**config.mk**
```make
export PLATFORM = sky130hd
export DESIGN_NAME = sshooter_lpf_sched
export DESIGN_NICKNAME = d
export VERILOG_FILES = /design/src/rtl/sshooter_lpf_pkg.sv /design/src/rtl/sshooter_lpf_mac.sv /design/src/rtl/sshooter_lpf_sched.sv
export SDC_FILE = /design/constraint.sdc
export NUM_CORES = 1
export LEC_CHECK = 0
export BUFFER_PORTS_ARGS = -buffer_cell sky130_fd_sc_hd__buf_2
export CAP_MARGIN = 20
export CELL_PAD_IN_SITES_DETAIL_PLACEMENT = 1
export CELL_PAD_IN_SITES_GLOBAL_PLACEMENT = 1
export CORE_UTILIZATION = 50
export CTS_CLUSTER_DIAMETER = 100
export CTS_CLUSTER_SIZE = 28
export DETAILED_ROUTE_END_ITERATION = 8
export PLACE_DENSITY_LB_ADDON = 0.1
export REMOVE_ABC_BUFFERS = 1
export SETUP_SLACK_MARGIN = 0.4
export SLEW_MARGIN = 20
export SYNTH_ARGS = -nofsm -noshare
export SYNTH_HDL_FRONTEND = slang
export SYNTH_SLANG_ARGS = --single-unit
```
**constraint.sdc**
```tcl
create_clock -name clk -period 11 [get_ports clk]
set_clock_uncertainty 0.15 [all_clocks]
set_input_delay 1.65 -clock clk [delete_from_list [all_inputs] [get_ports clk]]
set_output_delay 1.65 -clock clk [all_outputs]
set_load 0.02 [all_outputs]
```
**src/rtl/sshooter_lpf_pkg.sv**
```systemverilog
// Shared types, coefficient table and helpers for the SSG low-pass scheduler.
package sshooter_lpf_pkg;

  typedef enum logic [2:0] {
    IDLE,
    MAC0,
    MAC1,
    MAC2,
    WB,
    COMMIT
  } state_t;

  typedef struct packed {
    logic signed [17:0] a2;
    logic signed [17:0] b1;
    logic signed [17:0] b2;
  } coef_t;

  // Entry 0 is bypass: B1 = 1.0 in Q15, no feedback, so y = x through the same MAC path.
  localparam coef_t COEF_TBL [4] = '{
    '{a2: 18'sd0,      b1: 18'sd32768, b2: 18'sd0},
    '{a2: -18'sd32244, b1: 18'sd262,   b2: 18'sd262},
    '{a2: -18'sd31130, b1: 18'sd819,   b2: 18'sd819},
    '{a2: -18'sd28672, b1: 18'sd2048,  b2: 18'sd2048}
  };

  localparam logic signed [37:0] ROUND = 38'sd16384;
  localparam int unsigned        SHIFT = 15;

  function automatic logic signed [15:0] sat16(input logic signed [37:0] v);
    if (v > 38'sd32767) begin
      return 16'sh7fff;
    end else if (v < -38'sd32768) begin
      return 16'sh8000;
    end else begin
      return v[15:0];
    end
  endfunction

endpackage

```
**src/rtl/sshooter_lpf_mac.sv**
```systemverilog
// Shared 18x18 multiplier, 38-bit accumulator and Q15 round/saturate stage.
module sshooter_lpf_mac
  import sshooter_lpf_pkg::*;
(
  input  logic               i_clk,
  input  logic               i_reset,
  input  logic               i_load,
  input  logic               i_add,
  input  logic signed [17:0] i_a,
  input  logic signed [17:0] i_b,
  output logic signed [15:0] o_y
);

  logic signed [35:0] w_prod;
  logic signed [37:0] w_rnd;
  logic signed [37:0] r_acc;

  // Product of the currently selected operands and the rounded result of the accumulator.
  always_comb begin
    w_prod = 36'(i_a) * 36'(i_b);
    w_rnd  = (r_acc + ROUND) >>> SHIFT;
    o_y    = sat16(w_rnd);
  end

  // Accumulator: load starts a new sum, add extends it.
  always_ff @(posedge i_clk) begin
    if (i_reset) begin
      r_acc <= '0;
    end else if (i_load) begin
      r_acc <= 38'(w_prod);
    end else if (i_add) begin
      r_acc <= r_acc + 38'(w_prod);
    end
  end

endmodule

```
**src/rtl/sshooter_lpf_sched.sv**
```systemverilog
// Time-multiplexed biquad-style low-pass filter for NCH SSG channels.
// done is high during the COMMIT cycle; ch_out/mix_out load on its closing edge.
module sshooter_lpf_sched
  import sshooter_lpf_pkg::*;
#(
  parameter int NCH     = 3,
  parameter int MIN_DIV = 16
) (
  input  logic                  clk,
  input  logic                  reset,
  input  logic [9:0]            div,
  input  logic [NCH-1:0][15:0]  ch_in,
  input  logic [NCH-1:0][1:0]   fsel,
  output logic [NCH-1:0][15:0]  ch_out,
  output logic signed [15:0]    mix_out,
  output logic                  busy,
  output logic                  done
);

  localparam int             CHW     = (NCH > 1) ? $clog2(NCH) : 1;
  localparam int             SW      = 16 + $clog2(NCH);
  localparam logic [CHW-1:0] LAST_CH = CHW'(NCH - 1);
  localparam logic [9:0]     MIN_D   = 10'(MIN_DIV);

  state_t               r_state;
  state_t               w_state_nxt;
  logic [9:0]           r_cnt;
  logic [9:0]           w_d;
  logic                 w_tick;
  logic                 w_start;
  logic [CHW-1:0]       r_ch;
  logic signed [15:0]   r_x      [NCH];
  logic [1:0]           r_sel    [NCH];
  logic signed [15:0]   r_xp     [NCH];
  logic signed [15:0]   r_yp     [NCH];
  logic signed [15:0]   r_shadow [NCH];
  logic [NCH-1:0][15:0] r_ch_out;
  logic signed [15:0]   r_mix;
  coef_t                w_coef;
  logic                 w_load;
  logic                 w_add;
  logic signed [17:0]   w_a;
  logic signed [17:0]   w_b;
  logic signed [15:0]   w_y;
  logic signed [SW-1:0] w_sum;
  logic signed [15:0]   w_mix;

  // Effective divider and tick; a counter already past D-1 ticks at once.
  always_comb begin
    w_d     = (div > MIN_D) ? div : MIN_D;
    w_tick  = (r_cnt >= w_d - 10'd1);
    w_start = (r_state == IDLE) && w_tick;
  end

  // Free-running sample counter.
  always_ff @(posedge clk) begin
    if (reset) begin
      r_cnt <= '0;
    end else if (w_tick) begin
      r_cnt <= '0;
    end else begin
      r_cnt <= r_cnt + 10'd1;
    end
  end

  // Next state and MAC operand selection for the current channel.
  always_comb begin
    w_state_nxt = r_state;
    w_load      = 1'b0;
    w_add       = 1'b0;
    w_a         = '0;
    w_b         = '0;
    w_coef      = COEF_TBL[r_sel[r_ch]];
    case (r_state)
      IDLE: begin
        if (w_tick) w_state_nxt = MAC0;
      end
      MAC0: begin
        w_load      = 1'b1;
        w_a         = w_coef.b1;
        w_b         = {{2{r_x[r_ch][15]}}, r_x[r_ch]};
        w_state_nxt = MAC1;
      end
      MAC1: begin
        w_add       = 1'b1;
        w_a         = w_coef.b2;
        w_b         = {{2{r_xp[r_ch][15]}}, r_xp[r_ch]};
        w_state_nxt = MAC2;
      end
      MAC2: begin
        w_add       = 1'b1;
        w_a         = -w_coef.a2;
        w_b         = {{2{r_yp[r_ch][15]}}, r_yp[r_ch]};
        w_state_nxt = WB;
      end
      WB: begin
        w_state_nxt = (r_ch == LAST_CH) ? COMMIT : MAC0;
      end
      COMMIT: begin
        w_state_nxt = IDLE;
      end
      default: begin
        w_state_nxt = IDLE;
      end
    endcase
  end

  // State register and channel index.
  always_ff @(posedge clk) begin
    if (reset) begin
      r_state <= IDLE;
      r_ch    <= '0;
    end else begin
      r_state <= w_state_nxt;
      if (r_state == IDLE) begin
        r_ch <= '0;
      end else if ((r_state == WB) && (r_ch != LAST_CH)) begin
        r_ch <= r_ch + 1'b1;
      end
    end
  end

  // Input holding registers, loaded only when a sequence starts.
  always_ff @(posedge clk) begin
    if (reset) begin
      for (int unsigned i = 0; i < NCH; i++) begin
        r_x[i]   <= '0;
        r_sel[i] <= '0;
      end
    end else if (w_start) begin
      for (int unsigned i = 0; i < NCH; i++) begin
        r_x[i]   <= ch_in[i];
        r_sel[i] <= fsel[i];
      end
    end
  end

  // Write-back of the filtered sample and the per-channel history.
  always_ff @(posedge clk) begin
    if (reset) begin
      for (int unsigned i = 0; i < NCH; i++) begin
        r_xp[i]     <= '0;
        r_yp[i]     <= '0;
        r_shadow[i] <= '0;
      end
    end else if (r_state == WB) begin
      r_shadow[r_ch] <= w_y;
      r_xp[r_ch]     <= r_x[r_ch];
      r_yp[r_ch]     <= w_y;
    end
  end

  // Saturated mix of the completed shadow set.
  always_comb begin
    w_sum = '0;
    for (int unsigned i = 0; i < NCH; i++) begin
      w_sum = w_sum + SW'(r_shadow[i]);
    end
    w_mix = sat16(38'(w_sum));
  end

  // Output registers, all updated together at COMMIT.
  always_ff @(posedge clk) begin
    if (reset) begin
      r_ch_out <= '0;
      r_mix    <= '0;
    end else if (r_state == COMMIT) begin
      for (int unsigned i = 0; i < NCH; i++) begin
        r_ch_out[i] <= r_shadow[i];
      end
      r_mix <= w_mix;
    end
  end

  assign ch_out  = r_ch_out;
  assign mix_out = r_mix;
  assign busy    = (r_state != IDLE);
  assign done    = (r_state == COMMIT);

  sshooter_lpf_mac u_mac (
    .i_clk   (clk),
    .i_reset (reset),
    .i_load  (w_load),
    .i_add   (w_add),
    .i_a     (w_a),
    .i_b     (w_b),
    .o_y     (w_y)
  );

endmodule

```
==> run_results.csv <==
group,metric,value,unit
run_status,status,"finished clean",
global_route,use_met3,3.95,%
routing,vias,21200,
critical_path,required,11.27,ns
placed_design,place.port_buffers,131,
power_and_ir_drop,p_leak,14.2,nW
final_layout,drive_gt1_share,12.3,%
clock_network,clkTransAtPathRegs,0.12,ns
global_route,grt_pass1_vias,23300,
clock_network,clk_latency,0.56,ns
routing,wl_per_cell,21.9,um
timing,fin_tns_setup,0,ns
clock_network,cts_max_level,1,
synth,synth.distinct_cells,90,
clock_network,cts.sinks,301,
critical_path,cp-start-kind,"flip-flop",
synth,async_flop_share,0,%
timing,final-hold-violation-count,0,
synth,synth_xor_xnor_area_share,3.52,%
placed_design,post-dp-hpwl,66600,um
floorplanning,start_util,50.8,%
clock_network,cts_root_buf,"clkbuf_16",
critical_path,critPathTopFamily,"compound AO/OA/AOI/OAI gates",
critical_path,cp_slowest_cell,"fa_1",
synth,synth_flop_cell,"edfxtp_1",
timing,worst_slack,0.846,ns
global_route,grt_overflow,0,
placed_design,dpl_cell_area,29700,um^2
synth,syn-cell-area,28100,um^2
timing,finalCriticalPeriod,10.15,ns
global_route,grt_pass1_wl,129000,um
timing,slew_headroom,27.6,%
global_route,grt_max_degree,55,
global_route,grt_busiest_layer,"met2",
routing,via_per_inst,5.59,
routing,drc,0,
global_route,antenna_found_initial,1,
floorplanning,placementRows,86,
final_layout,multi_input_area,18100,um^2
synth,yosys_warnings,0,
clock_network,cts_tree,"built",
critical_path,crit_arrival,10.42,ns
synth,synth-seq-cells,301,
global_route,grt_use_met1,38.3,%
synth,synthSimpleGateAreaFrac,13.9,%
clock_network,cts.hold.buffers_added,0,
critical_path,cp_max_fo,14,
floorplanning,ioPinCount,132,
final_layout,seqCellArea,7860,um^2
floorplanning,die-area,57100,um^2
clock_network,clk_path_buf_depth,3,
final_layout,final_nets,3623,
synth,synth_mux_area_share,3.32,%
synth,synthAdderAreaFrac,32.3,%
timing,worst_pin_slew,1.09,ns
critical_path,crit_type,"reg -> reg",
routing,drt_first_pass_iters,5,
placed_design,gp_congestion,0.919,
routing,postRouteAntennaNets,0,
timing,hold_slack,0.311,ns
power_and_ir_drop,power.density,70.4,nW/um^2
timing,drv_slew,0,
flow_run,maxCapViolCount,0,
placed_design,pre_cts_slack,0.0996,ns
final_layout,antenna_cells,0,
critical_path,end_kind,"flip-flop",
critical_path,cp_num_buf_inv,8,
floorplanning,die_w,239,um
global_route,grtUsageMet2,50.3,%
power_and_ir_drop,vdd_drop_max,118,uV
final_layout,fillCellCount,6336,
synth,yosysSeqAreaShare,27.9,%
final_layout,final_area,30600,um^2
final_layout,area_delta_synth_final,8.79,%
worst_hold_path,holdCritPathClass,"reg -> reg",
floorplanning,fp.coreArea,55300,um^2
critical_path,slowest_delay,0.59,ns
synth,synth_top_family_by_area,"adder cells",
power_and_ir_drop,p_total,2.15,mW
global_route,grtUsageTotal,29.6,%
timing,rsz0062_at_grt,"false",
timing,setup_viol,0,
synth,synth_edf_count,182,
clock_network,cts_buffers,17,
routing,drt-initial-drc-count,1185,
timing,fin_crit_sh,92.3,%
synth,synthCells,2930,
routing,routed_wl,83000,um
floorplanning,die_h,239,um
synth,synth_compound_area_share,10.8,%
synth,synth.avg_cell_area,9.59,um^2
timing,max_freq,98.5,MHz
[cells in the final DEF, fill, tap and decap left out, types with 12 or more instances in the layout]
| master | instances |
|---|---|
| xnor2_1 | 68 |
| nor3_1 | 33 |
| fa_1 | 342 |
| nor2b_1 | 12 |
| mux4_2 | 32 |
| o21bai_1 | 14 |
| buf_2 | 131 |
| clkbuf_16 | 17 |
| a211oi_1 | 14 |
| nand2_1 | 349 |
| o21ai_0 | 61 |
| inv_1 | 481 |
| xor2_1 | 44 |
| a21oi_1 | 150 |
| a221o_1 | 15 |
| mux2i_1 | 18 |
| a21o_1 | 44 |
| ha_1 | 176 |
| nor2_1 | 309 |
| a21oi_2 | 24 |
| buf_4 | 68 |
| o21a_1 | 14 |
| dfxtp_1 | 115 |
| edfxtp_1 | 182 |
| and2_1 | 78 |
| nand3_1 | 23 |
[tightest hold or removal path, stage by stage, from the launching register on]
cell     delay (ns)
dfxtp_1        0.33
nand2_1        0.05
a21oi_1        0.05
[final timing paths]
path                                  from         endpoint  slack [ns]  cells past startpoint
worst min-delay path            ch_out[18]       ch_out[18]        0.31                      2
worst min register to register  ch_out[18]       ch_out[18]        0.31                      2
worst max register to register   flip-flop  u_mac.r_acc[37]        0.85                     39
worst max-delay path             flip-flop  u_mac.r_acc[37]        0.85                     39
[cells in the mapped netlist, types with 15 or more instances]
master	n	area [um^2]
a21o_1	44	330
o21a_1	16	120
nor2_1	316	1190
clkbuf_1	93	349
xor2_1	44	385
edfxtp_1	182	5470
nand2_1	363	1360
dfxtp_1	119	2380
xnor2_1	69	604
nor3_1	33	165
nand3_1	24	120
mux4_2	32	721
a221o_1	15	150
inv_1	484	1820
ha_1	177	2210
and2_1	80	500
fa_1	342	6850
a21oi_1	162	811
mux2i_1	20	200
o21ai_0	64	320
a211oi_1	16	120
[stage by stage]
step           std cells  utilization (%)
6_report            3797             55.3
5_1_grt             3797             55.3
4_1_cts             3794             54.8
3_5_place_dp        3762             53.8
3_3_place_gp        3762             53.7
2_1_floorplan       2815                -
[sequential cells by signal, indices dropped and copies added (netlist names), named ones only]
signal       cells
ch_out          48
mix_out         16
r_ch             2
r_cnt           10
r_sel            6
r_shadow        16
r_state          3
r_x             48
r_xp            64
r_yp            48
u_mac.r_acc     38
[logic make-up (layout without fill, tap and decap cells)]
kind of cell / Yosys count / in the layout
simple gates: 897 / 897
buf+inv: 601 / 720
fa+ha+maj: 519 / 519
compound gates: 446 / 446
flops: 301 / 301
xor+xnor: 113 / 113
mux: 53 / 53
[cell type report]
class,count,share of cell area [%]
inverters,486,5.97
well taps,748,3.06
multi-input cells,2028,59.4
repair buffers,204,4.04
clock inverters,7,0.389
clock buffers,23,1.47
flip-flops and latches,301,25.7
[metal layers]
layer	wire [um]	vias to the layer above
li1	-	9692
met1	35300	10900
met2	40500	496
met3	3630	157
met4	3550	2
met5	19	-
[what timing repair did]
item / 4_1_cts / 5_1_grt
buffers inserted: 2 / 3
resized for setup: 6 / 62
pin swaps: 0 / 4
endpoints found under the setup margin: 9 / 12
hold endpoints to repair: 0 / 0
[where the power goes]
part / total (mW) / internal, mW / switching (mW)
clock network: 0.735 / 0.312 / 0.424
logic: 0.186 / 0.0701 / 0.116
registers: 1.23 / 1.21 / 0.0171
total: 2.15 / 1.60 / 0.556
(Power assumes the default switching activity.)
